File: src/rtl/board_level_frame_receiver.sv
// Serial frame receiver. The line decoder turns framed serial symbols into byte beats.
// The frame assembler collects those beats into frames and presents one frame at a time.

module board_level_data_receiver (
  input  logic       clk,
  input  logic       rst,
  input  logic       rev_clk,
  input  logic       serial_data,
  output logic       frame_start,
  output logic       frame_end,
  output logic [7:0] data,
  output logic       valid,
  output logic       error
);
  // Symbol on the wire, LSB first: start bit '1', 2-bit code, 8-bit data. The line idles low.
  // An EOF symbol carries the CRC-8 (poly 0x07, init 0) of the payload bytes since SOF.
  typedef enum logic [1:0] {
    CODE_DATA = 2'b00,
    CODE_SOF  = 2'b01,
    CODE_EOF  = 2'b10,
    CODE_RSVD = 2'b11
  } code_e;

  logic [1:0] r_rclk_sync, r_data_sync;
  logic       r_rclk_d, r_busy;
  logic [3:0] r_bit_cnt;
  logic [9:0] r_shift;
  logic [7:0] r_crc;
  logic       w_rise, w_bit;
  logic [9:0] w_sym;

  function automatic logic [7:0] crc8_step(input logic [7:0] crc, input logic [7:0] d);
    logic [7:0] c;
    c = crc ^ d;
    for (int i = 0; i < 8; i++) c = c[7] ? ({c[6:0], 1'b0} ^ 8'h07) : {c[6:0], 1'b0};
    return c;
  endfunction

  assign w_rise = r_rclk_sync[1] & ~r_rclk_d;
  assign w_bit  = r_data_sync[1];
  assign w_sym  = {w_bit, r_shift[9:1]};

  always_ff @(posedge clk) begin
    if (rst) begin
      r_rclk_sync <= '0;
      r_data_sync <= '0;
      r_rclk_d    <= 1'b0;
      r_busy      <= 1'b0;
      r_bit_cnt   <= '0;
      r_shift     <= '0;
      r_crc       <= '0;
      frame_start <= 1'b0;
      frame_end   <= 1'b0;
      data        <= '0;
      valid       <= 1'b0;
      error       <= 1'b0;
    end else begin
      // NOTE: sequential state uses <= only, so every read above sees the pre-edge value.
      valid       <= 1'b0;
      frame_start <= 1'b0;
      frame_end   <= 1'b0;
      error       <= 1'b0;
      r_rclk_sync <= {r_rclk_sync[0], rev_clk};
      r_data_sync <= {r_data_sync[0], serial_data};
      r_rclk_d    <= r_rclk_sync[1];
      if (w_rise) begin
        if (!r_busy) begin
          r_busy    <= w_bit;
          r_bit_cnt <= '0;
        end else begin
          r_shift   <= w_sym;
          r_bit_cnt <= r_bit_cnt + 4'd1;
          if (r_bit_cnt == 4'd9) begin
            r_busy <= 1'b0;
            data   <= w_sym[9:2];
            case (code_e'(w_sym[1:0]))
              CODE_SOF: begin
                valid       <= 1'b1;
                frame_start <= 1'b1;
                r_crc       <= '0;
              end
              CODE_DATA: begin
                valid <= 1'b1;
                r_crc <= crc8_step(r_crc, w_sym[9:2]);
              end
              CODE_EOF: begin
                valid     <= 1'b1;
                frame_end <= 1'b1;
                error     <= (w_sym[9:2] != r_crc);
              end
              default: ;
            endcase
          end
        end
      end
    end
  end
endmodule

module board_level_frame_receiver #(
  parameter int MAX_BYTE_N  = 8,
  parameter int MIN_BYTE_N  = 1,
  parameter int DROP_ERRORS = 0,
  parameter int STAT_W      = 16,
  localparam int LEN_W      = $clog2(MAX_BYTE_N + 2)
) (
  input  logic                    clk,
  input  logic                    rst,
  input  logic                    rev_clk,
  input  logic                    serial_data,
  output logic [MAX_BYTE_N*8-1:0] out_data,
  output logic [LEN_W-1:0]        out_length,
  output logic                    out_data_error,
  output logic                    out_length_error,
  output logic                    out_error,
  output logic                    out_valid,
  input  logic                    out_ready,
  input  logic                    clr_stats,
  output logic [STAT_W-1:0]       frame_cnt,
  output logic [STAT_W-1:0]       err_cnt,
  output logic [STAT_W-1:0]       drop_cnt
);
  typedef enum logic {IDLE, RECV} state_e;

  localparam logic [LEN_W-1:0] MAX_L = LEN_W'(MAX_BYTE_N);
  localparam logic [LEN_W-1:0] MIN_L = LEN_W'(MIN_BYTE_N);
  localparam logic [LEN_W-1:0] SAT_L = LEN_W'(MAX_BYTE_N + 1);

  logic                    w_start, w_end, w_valid, w_err;
  logic [7:0]              w_data;
  logic                    w_done, w_len_err, w_errored, w_can, w_keep, w_commit, w_drop;
  logic [LEN_W-1:0]        w_len;
  state_e                  r_state;
  logic [LEN_W-1:0]        r_cnt;
  logic [MAX_BYTE_N*8-1:0] r_buf;

  board_level_data_receiver u_rx (
    .clk         (clk),
    .rst         (rst),
    .rev_clk     (rev_clk),
    .serial_data (serial_data),
    .frame_start (w_start),
    .frame_end   (w_end),
    .data        (w_data),
    .valid       (w_valid),
    .error       (w_err)
  );

  assign w_done    = w_valid && !w_start && w_end && (r_state == RECV);
  assign w_len_err = (r_cnt < MIN_L) || (r_cnt > MAX_L);
  assign w_len     = (r_cnt > MAX_L) ? MAX_L : r_cnt;
  assign w_errored = w_err || w_len_err;
  // With DROP_ERRORS an errored frame is silently discarded: no commit and no drop count.
  assign w_keep    = !((DROP_ERRORS != 0) && w_errored);
  assign w_can     = !out_valid || out_ready;
  assign w_commit  = w_done && w_keep && w_can;
  assign w_drop    = w_done && w_keep && !w_can;
  assign out_error = out_data_error || out_length_error;

  always_ff @(posedge clk) begin
    if (rst) begin
      r_state          <= IDLE;
      r_cnt            <= '0;
      r_buf            <= '0;
      out_data         <= '0;
      out_length       <= '0;
      out_data_error   <= 1'b0;
      // NOTE: a zero length is always below the minimum, so the empty slot reports a length error.
      out_length_error <= 1'b1;
      out_valid        <= 1'b0;
      frame_cnt        <= '0;
      err_cnt          <= '0;
      drop_cnt         <= '0;
    end else begin
      if (w_valid) begin
        if (w_start) begin
          r_state <= RECV;
          r_cnt   <= '0;
          r_buf   <= '0;
        end else if (r_state == RECV) begin
          if (w_end) begin
            r_state <= IDLE;
          end else begin
            if (r_cnt < MAX_L) r_buf[8*int'(r_cnt) +: 8] <= w_data;
            if (r_cnt != SAT_L) r_cnt <= r_cnt + 1'b1;
          end
        end
      end

      if (w_commit) begin
        out_data         <= r_buf;
        out_length       <= w_len;
        out_data_error   <= w_err;
        out_length_error <= w_len_err;
        out_valid        <= 1'b1;
      end else if (out_valid && out_ready) begin
        out_valid <= 1'b0;
      end

      if (clr_stats) begin
        frame_cnt <= '0;
        err_cnt   <= '0;
        drop_cnt  <= '0;
      end else begin
        if (w_done && frame_cnt != '1) frame_cnt <= frame_cnt + 1'b1;
        if (w_done && w_errored && err_cnt != '1) err_cnt <= err_cnt + 1'b1;
        if (w_drop && drop_cnt != '1) drop_cnt <= drop_cnt + 1'b1;
      end
    end
  end
endmodule

File: config.mk
export PLATFORM = sky130hd
export DESIGN_NAME = board_level_frame_receiver
export DESIGN_NICKNAME = d
export VERILOG_FILES = /design/src/rtl/board_level_frame_receiver.sv
export SDC_FILE = /design/constraint.sdc
export NUM_CORES = 1
export LEC_CHECK = 0
export CORE_ASPECT_RATIO = 0.75
export CORE_MARGIN = 5
export CORE_UTILIZATION = 45
export DETAILED_ROUTE_END_ITERATION = 8
export PLACE_DENSITY = 0.79
export SLEW_MARGIN = 20
export SYNTH_ARGS = -nofsm -noshare
export SYNTH_HDL_FRONTEND = slang
export SYNTH_SLANG_ARGS = --single-unit
File: constraint.sdc
create_clock -name clk -period 3 [get_ports clk]
set_input_delay 0.9 -clock clk [delete_from_list [all_inputs] [get_ports clk]]
set_output_delay 0.9 -clock clk [all_outputs]
set_load 0.01 [all_outputs]
==> results.py, run 1 <==
metrics = {
    "power_and_ir_drop": {
        "swShare_pct": 21.5,
        "intPower_w": 0.00460,
        "ir_drop_mv": 0.330,
        "p_seq_share_pct": 51.6,
        "p_clk_share_pct": 46.9,
        "pwr-share-comb_pct": 1.6,
        "power_w": 0.00586,
        "p_switching_w": 0.00126,
        "leakagePower_nw": 3.75,
        "p_per_area_mw_per_mm2": 514,
    },
    "logic_synthesis": {
        "synth_fp_nets": 1073,
        "synthAdderAreaFrac_pct": 1.63,
        "synth_top_area_share_pct": 49.3,
        "synth_commonest_cells": "dfxtp_1, nand2_1, a21oi_1",
        "ys_ff_latch": 227,
        "synth_cell_types": 61,
        "async_reset_ff_share_pct": 0,
        "synthTopCellsByArea": "dfxtp_1, nand2_1, a21oi_1, nor2_1, a22oi_1",
        "avgSynthCellArea_um2": 8.74,
        "yosysMostFrequentCell": "dfxtp_1",
        "synth_edf_count": 0,
        "synth_compound_area_share_pct": 15.4,
        "synth_mux_area_share_pct": 1.95,
        "synthSimpleGateAreaFrac_pct": 23.8,
        "synth_flop_cell": "dfxtp_1",
        "ys_seq_area_share_pct": 49.3,
        "synth_top_family_by_area": "simple AND/OR/NAND/NOR gates",
        "syn_inst": 1055,
        "ys_warn_count": 0,
        "netlist_area_mm2": 0.00923,
        "synthXorXnorAreaFrac_pct": 4.60,
        "yosys.area.top_type": "dfxtp_1",
    },
    "placement": {
        "dp_cells": 1388,
        "hpwl_um": 15400,
        "place.gp.congestion": 0.926,
        "port_buffers": 125,
    },
    "routing": {
        "dr_total_vias": 7924,
        "firstDrtPassIters": 5,
        "antenna_left": 0,
        "drcViolationCount": 0,
        "viasPerCell": 5.55,
        "drt_iter0_drc": 624,
        "wirelength_um": 22900,
        "avgRoutedWirePerCell_um": 16.0,
    },
    "layout": {
        "finalNonFillerCells": 1429,
        "final_util_pct": 56.4,
        "fin_nets": 1173,
        "areaGrowthSynthToFinish_pct": 23.7,
        "antenna_cells": 0,
        "drive_gt1_share_pct": 6.83,
    },
    "sta": {
        "max_freq_ghz": 0.390,
        "drv_slew": 0,
        "period_needed_ns": 2.57,
        "hold_viol": 0,
        "rsz0062_at_grt": "false",
        "period_share_pct": 85.5,
        "worst-slew-pin-transition_ns": 0.821,
        "setup_viol": 0,
        "max_slew_margin_pct": 44.8,
        "setup_tns_ns": 0,
        "skew_ns": 0.0147,
    },
    "run": {
        "drv_cap": 0,
    },
    "critical_path": {
        "worstPathRequired_ns": 3.42,
        "path_max_fanout": 20,
        "end_kind": "flip-flop",
        "worst_ep_arrival_time_ns": 2.99,
        "startpoint_type": "flip-flop",
        "crit_start": "r_cnt[1]$_SDFFE_PP0P_",
        "worstSetupPathType": "reg2reg",
        "r2r_start": "r_cnt[1]$_SDFFE_PP0P_",
    },
    "cts": {
        "cts.clk_slew.worst_paths_ns": 0.06,
        "insertion_delay_ns": 0.50,
        "cts_num_sinks": 227,
        "cts_resized": 0,
        "root_buffer": "clkbuf_16",
        "post_cts_buffers": 0,
        "hold_buffers": 0,
        "clockBufferDepth": 3,
        "cts_tree": "done",
        "cts_htree_levels": 1,
        "cts-buffers-inserted": 23,
    },
    "hold_path": {
        "hold_class": "reg2reg",
        "worstHoldStart": "u_rx.r_data_sync[0]$_SDFF_PP0_",
    },
    "floorplanning": {
        "coreArea_mm2": 0.0202,
        "die_h_um": 134,
        "io_pins": 126,
        "die_w_um": 175,
        "start_util_pct": 45.6,
        "fp.dieArea_mm2": 0.0235,
        "row_count": 45,
    },
    "global_route": {
        "antenna_found_initial": 0,
        "grt_use_total_pct": 18.5,
        "first_global_vias": 7325,
        "grt_pass1_wl_um": 37000,
        "grt_max_degree": 71,
        "grt_overflow": 0,
    },
    "run_status": {
        "status": "complete, no violations",
    },
}
==> final timing paths <==
path / slack, ns / depth (start not counted) / endpoint
max: 0.43 / 7 / err_cnt[11]$_SDFFE_PP0P_
max reg2reg: 0.43 / 7 / err_cnt[11]$_SDFFE_PP0P_
min reg2reg: 0.44 / 1 / u_rx.r_data_sync[1]$_SDFF_PP0_
min: 0.44 / 1 / u_rx.r_data_sync[1]$_SDFF_PP0_
==> power by group through the flow <==
stage               registers (W)  logic (W)  clock network, W
detailed placement        0.00309  0.0000923                 0
CTS                       0.00302  0.0000926           0.00280
global placement          0.00309  0.0000912                 0
floorplan                 0.00309  0.0000668                 0
global route              0.00302   0.000102           0.00293
finish                    0.00302  0.0000929           0.00275
==> cells by family (layout without fill, tap and decap cells) <==
kind of cell / after synthesis / after routing
multiplexers: 18 / 18
XOR/XNOR: 45 / 45
AND/OR/NAND/NOR: 447 / 447
adder cells (fa/ha/maj): 12 / 12
flip-flops: 227 / 227
buffers and inverters: 77 / 193
AO/OA/AOI/OAI: 229 / 229
==> flip-flops by register name, indices dropped and copies added (netlist names), 2 cells and up <==
register and count:
u_rx.r_shift 9, drop_cnt 16, err_cnt 16, out_length 4, u_rx.r_data_sync 2, r_buf 64, frame_cnt 16, u_rx.data 8
u_rx.r_bit_cnt 4, r_cnt 4, u_rx.r_crc 8, u_rx.r_rclk_sync 2, out_data 64
==> layout make-up <==
class,instances,area [um^2]
sequential,227,4540
multi-input combinational,751,4380
timing repair buffer,138,1380
fill,1777,8810
inverter,14,52.6
clock inverter,13,110
tap,258,323
clock buffer,28,614
==> worst max-delay path: stages (launching register included) <==
cell      delay, ns
dfxtp_1        0.45
inv_1          0.11
ha_1           0.29
nor2b_1        0.20
xnor2_2        0.32
o221ai_2       0.38
or4_1          0.57
a21oi_1        0.17
==> metal layers <==
| metal | share of wire [%] | track usage [%] | vias to the layer above | wire length (um) |
|---|---|---|---|---|
| met5 | 0 | 0 | - | 0 |
| met4 | 2.0 | 4.01 | 0 | 454 |
| met3 | 6.6 | 3.78 | 37 | 1500 |
| met2 | 43 | 28.1 | 248 | 9750 |
| met1 | 49 | 27.3 | 3757 | 11100 |
| li1 | - | - | 3882 | - |
==> per-stage QoR <==
step	hold slack (ns)	instance area (um^2)	setup WS [ns]
final	0.440	11400	0.434
after global placement	0.416	10700	0.262
after global routing	0.460	11400	0.331
after detailed placement	0.430	10700	0.211
after CTS	0.446	11400	0.459
after floorplan	0.414	9230	0.696
==> layout by cell type (no fill, tap or decap), types with 5 or more instances in the layout <==
master,synthesis,layout
o21ai_0,23,23
dfxtp_1,227,227
nor3_1,19,19
buf_4,5,11
xor2_1,10,10
inv_1,14,14
a22oi_1,44,44
xnor2_1,31,31
clkbuf_16,0,23
clkinvlp_4,0,5
nor2b_1,13,13
nor3b_1,5,5
clkdlybuf4s50_1,0,124
a22o_1,19,19
o31ai_1,5,5
a31oi_1,10,10
clkinv_2,0,5
ha_1,12,12
nand2_1,178,177
or4_1,9,9
nor2_1,104,103
or3_1,15,15
nand3_1,24,24
nor4_1,6,6
mux2i_1,18,18
nand3b_1,5,5
and3_1,7,7
o21ai_1,5,5
a21oi_1,107,107
nand2b_1,10,10
or2_2,5,5
nand4_1,19,19
Power figures use the tool's default switching activity.
==> inputs of run 2 (changes only) <==
CORE_UTILIZATION = 30   (was 45)
PLACE_DENSITY = 0.62   (was 0.79)
clock period = 2.3 ns   (was 3 ns; I/O delays follow)
==> results.py, run 2 (same netlist as run 1, synthesis figures left out) <==
metrics = {
    "run_status": {
        "status": "complete, no violations",
    },
    "floorplanning": {
        "fp.dieArea_mm2": 0.0344,
        "die_h_um": 162,
        "die_w_um": 212,
        "io_pins": 126,
        "coreArea_mm2": 0.0303,
        "start_util_pct": 30.5,
        "row_count": 55,
    },
    "layout": {
        "fill_cells": 3076,
        "drive_gt1_share_pct": 9.48,
        "antenna_cells": 0,
        "areaGrowthSynthToFinish_pct": 29.6,
        "finalNonFillerCells": 1602,
        "final_common_cell": "dfxtp_1",
        "layout_common_cells": "dfxtp_1, nand2_1, clkdlybuf4s50_1",
        "top_regs": "out_data: 64 flops, r_buf: 64 flops",
        "fin_nets": 1203,
    },
    "critical_path": {
        "crit_chain": "clkdlybuf4s50_1",
        "path_max_fanout": 4,
        "crit_buf_inv": 1,
        "worst_ep_arrival_time_ns": 1.54,
        "critPathMaxStageDelay_ns": 0.59,
        "cpMaxStageDelayCell": "clkdlybuf4s50_1",
        "startpoint_type": "flip-flop",
        "worstSetupPathType": "reg2out",
        "r2r_slack_ns": 0.11,
        "end_kind": "output port",
        "worstPathRequired_ns": 1.61,
        "critical_path.top_delay_family": "buffers and inverters",
    },
    "global_route": {
        "grtUsageMet3_pct": 2.76,
        "first_global_vias": 7514,
        "antenna_found_initial": 0,
        "grt_overflow": 0,
        "grt_use_total_pct": 14.0,
        "gr-usage-met1_pct": 20.6,
        "busiest_layer": "met2",
        "use_met2_pct": 21.4,
        "grt_max_degree": 71,
        "grt_pass1_wl_um": 40100,
    },
    "sta": {
        "setup_tns_ns": 0,
        "period_share_pct": 97.0,
        "period_needed_ns": 2.23,
        "max_slew_margin_pct": 48.9,
        "max_freq_ghz": 0.448,
        "setup_ws_ns": 0.0692,
        "hold_ws_ns": 0.440,
        "setup_viol": 0,
        "rsz0062_at_grt": "false",
        "skew_ns": 0.0200,
        "drv_slew": 0,
        "worst-slew-pin-transition_ns": 0.760,
        "hold_viol": 0,
    },
    "routing": {
        "drt_iter0_drc": 513,
        "antenna_left": 0,
        "firstDrtPassIters": 7,
        "dr_total_vias": 7912,
        "wirelength_um": 24800,
        "viasPerCell": 4.94,
        "drcViolationCount": 0,
        "avgRoutedWirePerCell_um": 15.5,
    },
    "power_and_ir_drop": {
        "p_switching_w": 0.00170,
        "ir_drop_mv": 0.358,
        "leakagePower_nw": 3.98,
        "p_per_area_mw_per_mm2": 691,
        "swShare_pct": 20.6,
        "pwr-share-comb_pct": 1.6,
        "intPower_w": 0.00656,
        "power_w": 0.00826,
        "p_clk_share_pct": 50.7,
        "p_seq_share_pct": 47.8,
    },
    "placement": {
        "dp_cells": 1557,
        "port_buffers": 125,
        "dp_slack_ns": -0.0947,
        "place.gp.congestion": 0.875,
        "hpwl_um": 17000,
    },
    "cts": {
        "cts-buffers-inserted": 25,
        "cts.clk_slew.worst_paths_ns": 0.06,
        "root_buffer": "clkbuf_16",
        "post_cts_buffers": 0,
        "cts_tree": "done",
        "cts_htree_levels": 1,
        "cts_num_sinks": 227,
        "insertion_delay_ns": 0.53,
        "clockBufferDepth": 3,
        "hold_buffers": 0,
    },
    "run": {
        "drv_cap": 0,
    },
    "hold_path": {
        "hold_class": "reg2reg",
    },
}
[run 2: cell count changes in the layout (fill, tap and decap cells not counted), sizes merged, moves of 2 or more]
cell,previous run,this run
buf,14,42
clkbuf,28,35
clkinv,7,3
bufinv,1,4
clkinvlp,5,2
clkdlybuf4s50,124,122
[run 2: power groups by stage]
stage	Sequential [W]	Clock [W]	Combinational (W)
2_1_floorplan	0.00403	0	0.0000871
3_3_place_gp	0.00403	0	0.000128
3_5_place_dp	0.00403	0	0.000129
4_1_cts	0.00394	0.00431	0.000130
5_1_grt	0.00394	0.00447	0.000142
6_report	0.00395	0.00419	0.000128
[run 2: final timing paths]
check / startpoint / end / depth (start not counted)
worst min-delay path: u_rx.r_rclk_sync[0]$_SDFF_PP0_ / u_rx.r_rclk_sync[1]$_SDFF_PP0_ / 1
worst max-delay path: drop_cnt[11]$_SDFFE_PP0P_ / drop_cnt[11] / 1
worst max register to register: r_cnt[1]$_SDFFE_PP0P_ / err_cnt[5]$_SDFFE_PP0P_ / 8
worst min register to register: u_rx.r_rclk_sync[0]$_SDFF_PP0_ / u_rx.r_rclk_sync[1]$_SDFF_PP0_ / 1
[run 2: layer usage]
layer | wire, um | part of all wire (%)
met1 | 12300 | 50
met2 | 10700 | 43
met3 | 1340 | 5.4
met4 | 383 | 1.5
met5 | 0 | 0
[run 2: final cells by class]
class	count	area [um^2]	area share [%]
inverter	14	52.6	0.440
sequential	227	4550	38.0
timing repair buffer	166	1610	13.4
tap	399	499	4.18
multi-input combinational	751	4390	36.7
clock buffer	35	703	5.88
clock inverter	10	159	1.33
[run 2: metrics by stage]
step / utilization, % / area (um^2)
after global placement: 36.6 / 11100
after CTS: 39.4 / 11900
after floorplan: - / 9230
after detailed placement: 36.6 / 11100
after global routing: 39.5 / 12000
final: 39.5 / 12000
[run 2: what timing repair did]
action / 4_1_cts / 5_1_grt
resized for setup: 2 / 5
endpoints found under the setup margin: 2 / 14
cloned: 0 / 0
hold endpoints to repair: 0 / 0
